$ cat config.mk
export PLATFORM = sky130hd
export DESIGN_NAME = program_counter
export DESIGN_NICKNAME = d
export VERILOG_FILES = /design/src/rtl/program_counter_pkg.sv /design/src/rtl/pc_write_decode.sv /design/src/rtl/program_counter.sv
export SDC_FILE = /design/constraint.sdc
export NUM_CORES = 1
export LEC_CHECK = 0
export BUFFER_PORTS_ARGS = -buffer_cell sky130_fd_sc_hd__buf_2
export CORE_MARGIN = 3
export CORE_UTILIZATION = 39
export CTS_BUF_LIST = sky130_fd_sc_hd__clkbuf_8
export CTS_CLUSTER_DIAMETER = 60
export CTS_CLUSTER_SIZE = 10
export DETAILED_ROUTE_END_ITERATION = 8
export HOLD_SLACK_MARGIN = 0.15
export PLACE_DENSITY_LB_ADDON = 0.25
export RECOVER_POWER = 50
export SYNTH_ARGS = -nofsm -noshare
export SYNTH_HDL_FRONTEND = slang
export SYNTH_HIERARCHICAL = 1
export SYNTH_SLANG_ARGS = --single-unit
$ cat constraint.sdc
create_clock -name clk -period 3.1 [get_ports clk]
set_input_delay 0.31 -clock clk [delete_from_list [all_inputs] [get_ports clk]]
set_output_delay 0.31 -clock clk [all_outputs]
set_load 0.01 [all_outputs]
$ cat src/rtl/program_counter_pkg.sv
// Shared types for the program counter slice: register selectors, microcode phase, load enables.
package program_counter_pkg;

    localparam int unsigned PC_WIDTH     = 13;
    localparam int unsigned NP_WIDTH     = 5;
    localparam int unsigned PCS_WIDTH    = 8;
    localparam int unsigned NIBBLE_WIDTH = 4;

    typedef enum logic [3:0] {
        REG_NONE             = 4'h0,
        REG_NPP              = 4'h1,
        REG_SETPC            = 4'h2,
        REG_SETPCVEC         = 4'h3,
        REG_JPBAEND          = 4'h4,
        REG_CALLEND_SET_PCP  = 4'h5,
        REG_CALLEND_ZERO_PCP = 4'h6,
        REG_PCSH             = 4'h7,
        REG_PCSL             = 4'h8,
        REG_PCP              = 4'h9,
        REG_PCP_EARLY        = 4'hA
    } reg_type;

    typedef enum logic [1:0] {
        CYCLE_FETCH     = 2'd0,
        CYCLE_DECODE    = 2'd1,
        CYCLE_REG_READ  = 2'd2,
        CYCLE_REG_WRITE = 2'd3
    } microcode_cycle;

    typedef struct packed {
        logic npp;
        logic setpc;
        logic setpcvec;
        logic jpbaend;
        logic callend_set_pcp;
        logic callend_zero_pcp;
        logic pcsh;
        logic pcsl;
        logic pcp_early;
    } pc_load_t;

    // True when any load enable touches PCB/PCP/PCS (NPP loads excluded).
    function automatic logic pc_write_any(input pc_load_t ld);
        return ld.setpc | ld.setpcvec | ld.jpbaend | ld.callend_set_pcp |
               ld.callend_zero_pcp | ld.pcsh | ld.pcsl | ld.pcp_early;
    endfunction

endpackage

$ cat src/rtl/pc_write_decode.sv
// Decodes the write selector into one-hot load enables, qualified by the register-write phase.
module pc_write_decode
    import program_counter_pkg::*;
(
    input  microcode_cycle current_cycle,
    input  reg_type        bus_output_selector,
    output pc_load_t       load_c
);

    always_comb begin
        load_c = '0;
        if (current_cycle == CYCLE_REG_WRITE) begin
            case (bus_output_selector)
                REG_NPP:              load_c.npp              = 1'b1;
                REG_SETPC:            load_c.setpc            = 1'b1;
                REG_SETPCVEC:         load_c.setpcvec         = 1'b1;
                REG_JPBAEND:          load_c.jpbaend          = 1'b1;
                REG_CALLEND_SET_PCP:  load_c.callend_set_pcp  = 1'b1;
                REG_CALLEND_ZERO_PCP: load_c.callend_zero_pcp = 1'b1;
                REG_PCSH:             load_c.pcsh             = 1'b1;
                REG_PCSL:             load_c.pcsl             = 1'b1;
                REG_PCP_EARLY:        load_c.pcp_early        = 1'b1;
                default:              load_c                  = '0;
            endcase
        end
    end

endmodule

$ cat src/rtl/program_counter.sv
// CPU program counter {PCB,PCP,PCS} and new-page pointer {NBP,NPP}.
// Optional breakpoint comparator enabled by defining PROGRAM_COUNTER_BREAKPOINT_EN.
module program_counter
    import program_counter_pkg::*;
#(
    parameter logic [3:0] RESET_PCP  = 4'h1,
    parameter logic [3:0] VECTOR_PCP = 4'h1
) (
    input  logic                clk,
    input  logic                reset_n,
    input  logic                increment_pc,
    input  logic                reset_np,
    input  microcode_cycle      current_cycle,
    input  reg_type             bus_output_selector,
    input  reg_type             bus_input_selector,
    input  logic [3:0]          bus_data,
    input  logic [7:0]          immediate,
    input  logic [3:0]          reg_a,
    input  logic [3:0]          reg_b,
    input  logic [2:0]          interrupt_vector,
    output logic [PC_WIDTH-1:0] pc,
    output logic [NP_WIDTH-1:0] np,
    output logic [3:0]          read_data
`ifdef PROGRAM_COUNTER_BREAKPOINT_EN
    ,
    input  logic                bp_valid,
    input  logic [PC_WIDTH-1:0] bp_addr,
    output logic                bp_hit
`endif
);

    logic                    pcb_q, pcb_d;
    logic [NIBBLE_WIDTH-1:0] pcp_q, pcp_d;
    logic [PCS_WIDTH-1:0]    pcs_q, pcs_d;
    logic                    nbp_q, nbp_d;
    logic [NIBBLE_WIDTH-1:0] npp_q, npp_d;
    pc_load_t                load_c;

    pc_write_decode u_decode (
        .current_cycle       (current_cycle),
        .bus_output_selector (bus_output_selector),
        .load_c              (load_c)
    );

    // Next PC: any explicit write replaces the increment; nibble writes hold the other nibble.
    always_comb begin
        pcb_d = pcb_q;
        pcp_d = pcp_q;
        pcs_d = pcs_q;
        if (pc_write_any(load_c)) begin
            if (load_c.setpc) begin
                pcb_d = nbp_q;
                pcp_d = npp_q;
                pcs_d = immediate;
            end
            if (load_c.setpcvec) begin
                pcb_d = 1'b0;
                pcp_d = VECTOR_PCP;
                pcs_d = {4'h0, interrupt_vector, 1'b0};
            end
            if (load_c.jpbaend) begin
                pcb_d = nbp_q;
                pcp_d = npp_q;
                pcs_d = {reg_b, reg_a};
            end
            if (load_c.callend_set_pcp) begin
                pcp_d = npp_q;
                pcs_d = immediate;
            end
            if (load_c.callend_zero_pcp) begin
                pcp_d = 4'h0;
                pcs_d = immediate;
            end
            if (load_c.pcsh) begin
                pcs_d = {bus_data, pcs_q[3:0]};
            end
            if (load_c.pcsl) begin
                pcs_d = {pcs_q[7:4], bus_data};
            end
            if (load_c.pcp_early) begin
                pcp_d = bus_data;
            end
        end else if (increment_pc) begin
            pcs_d = PCS_WIDTH'(pcs_q + 8'd1);
        end
    end

    // Next NP: explicit NPP load beats the copy from the pre-edge PC.
    always_comb begin
        nbp_d = nbp_q;
        npp_d = npp_q;
        if (load_c.npp) begin
            nbp_d = immediate[4];
            npp_d = bus_data;
        end else if (reset_np) begin
            nbp_d = pcb_q;
            npp_d = pcp_q;
        end
    end

    always_ff @(posedge clk) begin
        if (!reset_n) begin
            pcb_q <= 1'b0;
            pcp_q <= RESET_PCP;
            pcs_q <= 8'h00;
            nbp_q <= 1'b0;
            npp_q <= RESET_PCP;
        end else begin
            pcb_q <= pcb_d;
            pcp_q <= pcp_d;
            pcs_q <= pcs_d;
            nbp_q <= nbp_d;
            npp_q <= npp_d;
        end
    end

    assign pc = {pcb_q, pcp_q, pcs_q};
    assign np = {nbp_q, npp_q};

    // Return-address nibbles for CALL pushes.
    always_comb begin
        read_data = 4'h0;
        case (bus_input_selector)
            REG_PCSH: read_data = pcs_q[7:4];
            REG_PCSL: read_data = pcs_q[3:0];
            REG_PCP:  read_data = pcp_q;
            default:  read_data = 4'h0;
        endcase
    end

`ifdef PROGRAM_COUNTER_BREAKPOINT_EN
    logic bp_match_c;
    logic bp_match_q;

    assign bp_match_c = bp_valid && (pc == bp_addr);

    // Rising-edge detect so a PC parked on the address fires once.
    always_ff @(posedge clk) begin
        if (!reset_n) begin
            bp_match_q <= 1'b0;
            bp_hit     <= 1'b0;
        end else begin
            bp_match_q <= bp_match_c;
            bp_hit     <= bp_match_c && !bp_match_q;
        end
    end
`endif

endmodule
==> metrics.cfg <==
[outcome]
outcome=complete, no violations

[setup_path]
start_kind=input port
crit_slowest_cell=nor2_1
arrival_ps=2450
ff2ff_path_depth=6
critPathMaxFanout=13
cpMostUsedCell=nor2_1
worstSetupPathType=input port to flip-flop
critPathCaptureType=flip-flop
cp_data_required_time_ps=3290
rrSetupSlack_ps=1650
timing.rr.end=pcs_q[4]$_SDFFE_PN0P_
cp_top_family=simple AND/OR/NAND/NOR gates
r2r_start=pcs_q[0]$_SDFFE_PN0P_
crit_chain=clkbuf_1, nand2b_1, nor2_1, nor2_1, nand2_1, o221ai_1, a22oi_1, o22ai_1
slowest_delay_ps=610
critPathBufInv=1

[grt]
grt_pass1_wl_um=7870
grt_overflow=0
grt_pass1_vias=1622
antenna_found_initial=0
grt_max_degree=22
grt_usage_pct=22.6

[yosys]
seq_area_frac_synth_pct=24.0
async_flop_share_pct=0
syn-instance-count=198
synth_edf_count=0
yosysMostFrequentCell=nand2_1
ys_top_cells_by_count=23 x nand2_1, 18 x dfxtp_1, 16 x nor2_1
syn_avg_cell_area_um2=7.58
syn_area_um2=1500
synth_top_area_share_pct=24.0
yosysUniqueCellTypes=51
syn-num-nets=236
yosys.area.top_type=dfxtp_1
synth_top_flop_cell=dfxtp_1
netlist_top_cells_area=dfxtp_1 24%, mux2i_1 6.0%, nand2_1 5.8%
ys_ff_latch=18
yosysWarnings=6

[clocking]
htreeDepth=1
cts_inserted_buffers=3
cts-resized-gates=0
clockBufferDepth=2
post_cts_buffers=0
clock_latency_ps=260
root_buffer=clkbuf_8
clk_pin_slew_ps=70
cts_num_sinks=18
ctsHoldBuffers=0
tritoncts=yes

[placement]
dp.cells=294
globalplace.congestion=0.939
dpl.hpwl_um=3770
io_buffer_count=58

[cells_and_area]
drive_gt1_share_pct=22.2
final-instance-count-excl-fill=298
areaGrowthSynthToFinish_pct=23.9
diodes=0
fillerInstances=375
multi_input_area_um2=1070
fin_nets=291
register_area_um2=360

[routing]
drt_iter0_markers=167
vias=1727
ant_nets=0
wl_per_cell_um=16.6
first_pass_iters=4
viasPerCell=5.80
drt-total-wl_um=4940
drcViolationCount=0

[timing]
drv_slew=0
rsz0062_at_grt=false
finalSetupTns_ps=0
fin_crit_ps=2270
tightest_slew_ps=752
hold_violations=0
max_slew_margin_pct=49.7
max_freq_ghz=0.441
final.period_utilization_pct=73.1
finalSetupViolCount=0
fin_skew_ps=2.58

[power_and_ir_drop]
switching_share_pct=30.0
powerDensity_nw_per_um2=323
power.switching_mw=0.180
intPower_mw=0.420
ir_drop_mv=0.232
p_leak_nw=0.793
p_seq_share_pct=43.7
clkPwrFrac_pct=33.1
power_frac_comb_pct=23.2

[min_path]
min_path_cells=3
hold_path.class=input port to flip-flop
hold_end=npp_q[0]$_SDFFE_PN1P_
hp-start=bus_data[0]

[floorplan]
coreArea_um2=3520
dieArea_um2=4630
ioPinCount=59
die_h_um=68.0
rows=21
initial_core_util_pct=42.6
fp.dieW_um=68.0

[flow_run]
maxCapViolCount=0

worst reg2reg max path: stages, from the launching register on:
cell and delay [ps]:
dfxtp_1 430, ha_1 260, nand3_1 130, nor3b_1 210
a21oi_1 60, o21ai_1 120, o221a_1 180
cell type report:
| cell class | instances | share of cell area, % |
|---|---|---|
| multi-input combinational | 164 | 57.5 |
| sequential | 18 | 19.4 |
| timing repair buffer | 64 | 16.7 |
| tap | 46 | 3.09 |
| clock buffer | 4 | 2.96 |
| inverter | 2 | 0.403 |
cell families after synthesis:
| family | share of synthesized area (%) |
|---|---|
| fa+ha+maj | 0.833 |
| simple gates | 32.2 |
| compound gates | 30.8 |
| buf+inv | 4.75 |
| mux | 7.50 |
| flops | 24.0 |
per-stage QoR:
stage / area (um2) / util [%] / hold WS, ps / setup WS [ps] / total power [mW]
CTS: 1890 / 53.6 / 334 / 946 / 0.603
detailed placement: 1830 / 52.0 / 480 / 695 / 0.408
global placement: 1830 / 52.0 / 474 / 659 / 0.407
finish: 1860 / 52.8 / 334 / 832 / 0.601
global route: 1860 / 52.8 / 383 / 545 / 0.630
floorplan: 1500 / - / 438 / 1140 / 0.344
power groups by stage:
stage	Combinational [mW]	Clock, mW	Sequential, mW
2_1_floorplan	0.0760	0	0.268
3_3_place_gp	0.139	0	0.267
3_5_place_dp	0.141	0	0.267
4_1_cts	0.142	0.199	0.262
5_1_grt	0.154	0.211	0.265
6_report	0.140	0.199	0.262
layout by cell type, fill, tap and decap left out, types with 6 or more instances in the layout:
cell / Yosys / routed
o21ai_1: 6 / 6
nor2_1: 16 / 16
a21oi_1: 9 / 9
nand2_1: 23 / 23
mux2i_1: 9 / 9
dfxtp_1: 18 / 18
clkbuf_1: 9 / 18
o21ai_0: 11 / 11
buf_2: 3 / 41
nor3_1: 6 / 6
routing by layer:
metal	wire (um)	track usage (%)	vias up
met1	2270	30.2	791
met2	2250	36.6	58
li1	-	-	868
met5	0	0	-
met4	88	6.45	0
met3	329	4.60	10
worst max path at each step:
stage | from | endpoint | depth (start not counted) | slack [ps]
finish | bus_output_selector[1] | pcs_q[1]$_SDFFE_PN0P_ | 8 | 830
detailed placement | bus_output_selector[3] | pcs_q[1]$_SDFFE_PN0P_ | 8 | 690
floorplan | bus_output_selector[3] | pcs_q[3]$_SDFFE_PN0P_ | 7 | 1140
global route | bus_output_selector[1] | pcs_q[1]$_SDFFE_PN0P_ | 8 | 540
global placement | bus_output_selector[3] | pcs_q[1]$_SDFFE_PN0P_ | 8 | 660
CTS | bus_output_selector[3] | pcs_q[1]$_SDFFE_PN0P_ | 8 | 950
registers in the layout, summed over array words and instances (netlist names):
signal  cells
nbp_q       1
npp_q       4
pcb_q       1
pcp_q       4
pcs_q       8
Note: power is estimated with default switching activity, not from simulation.
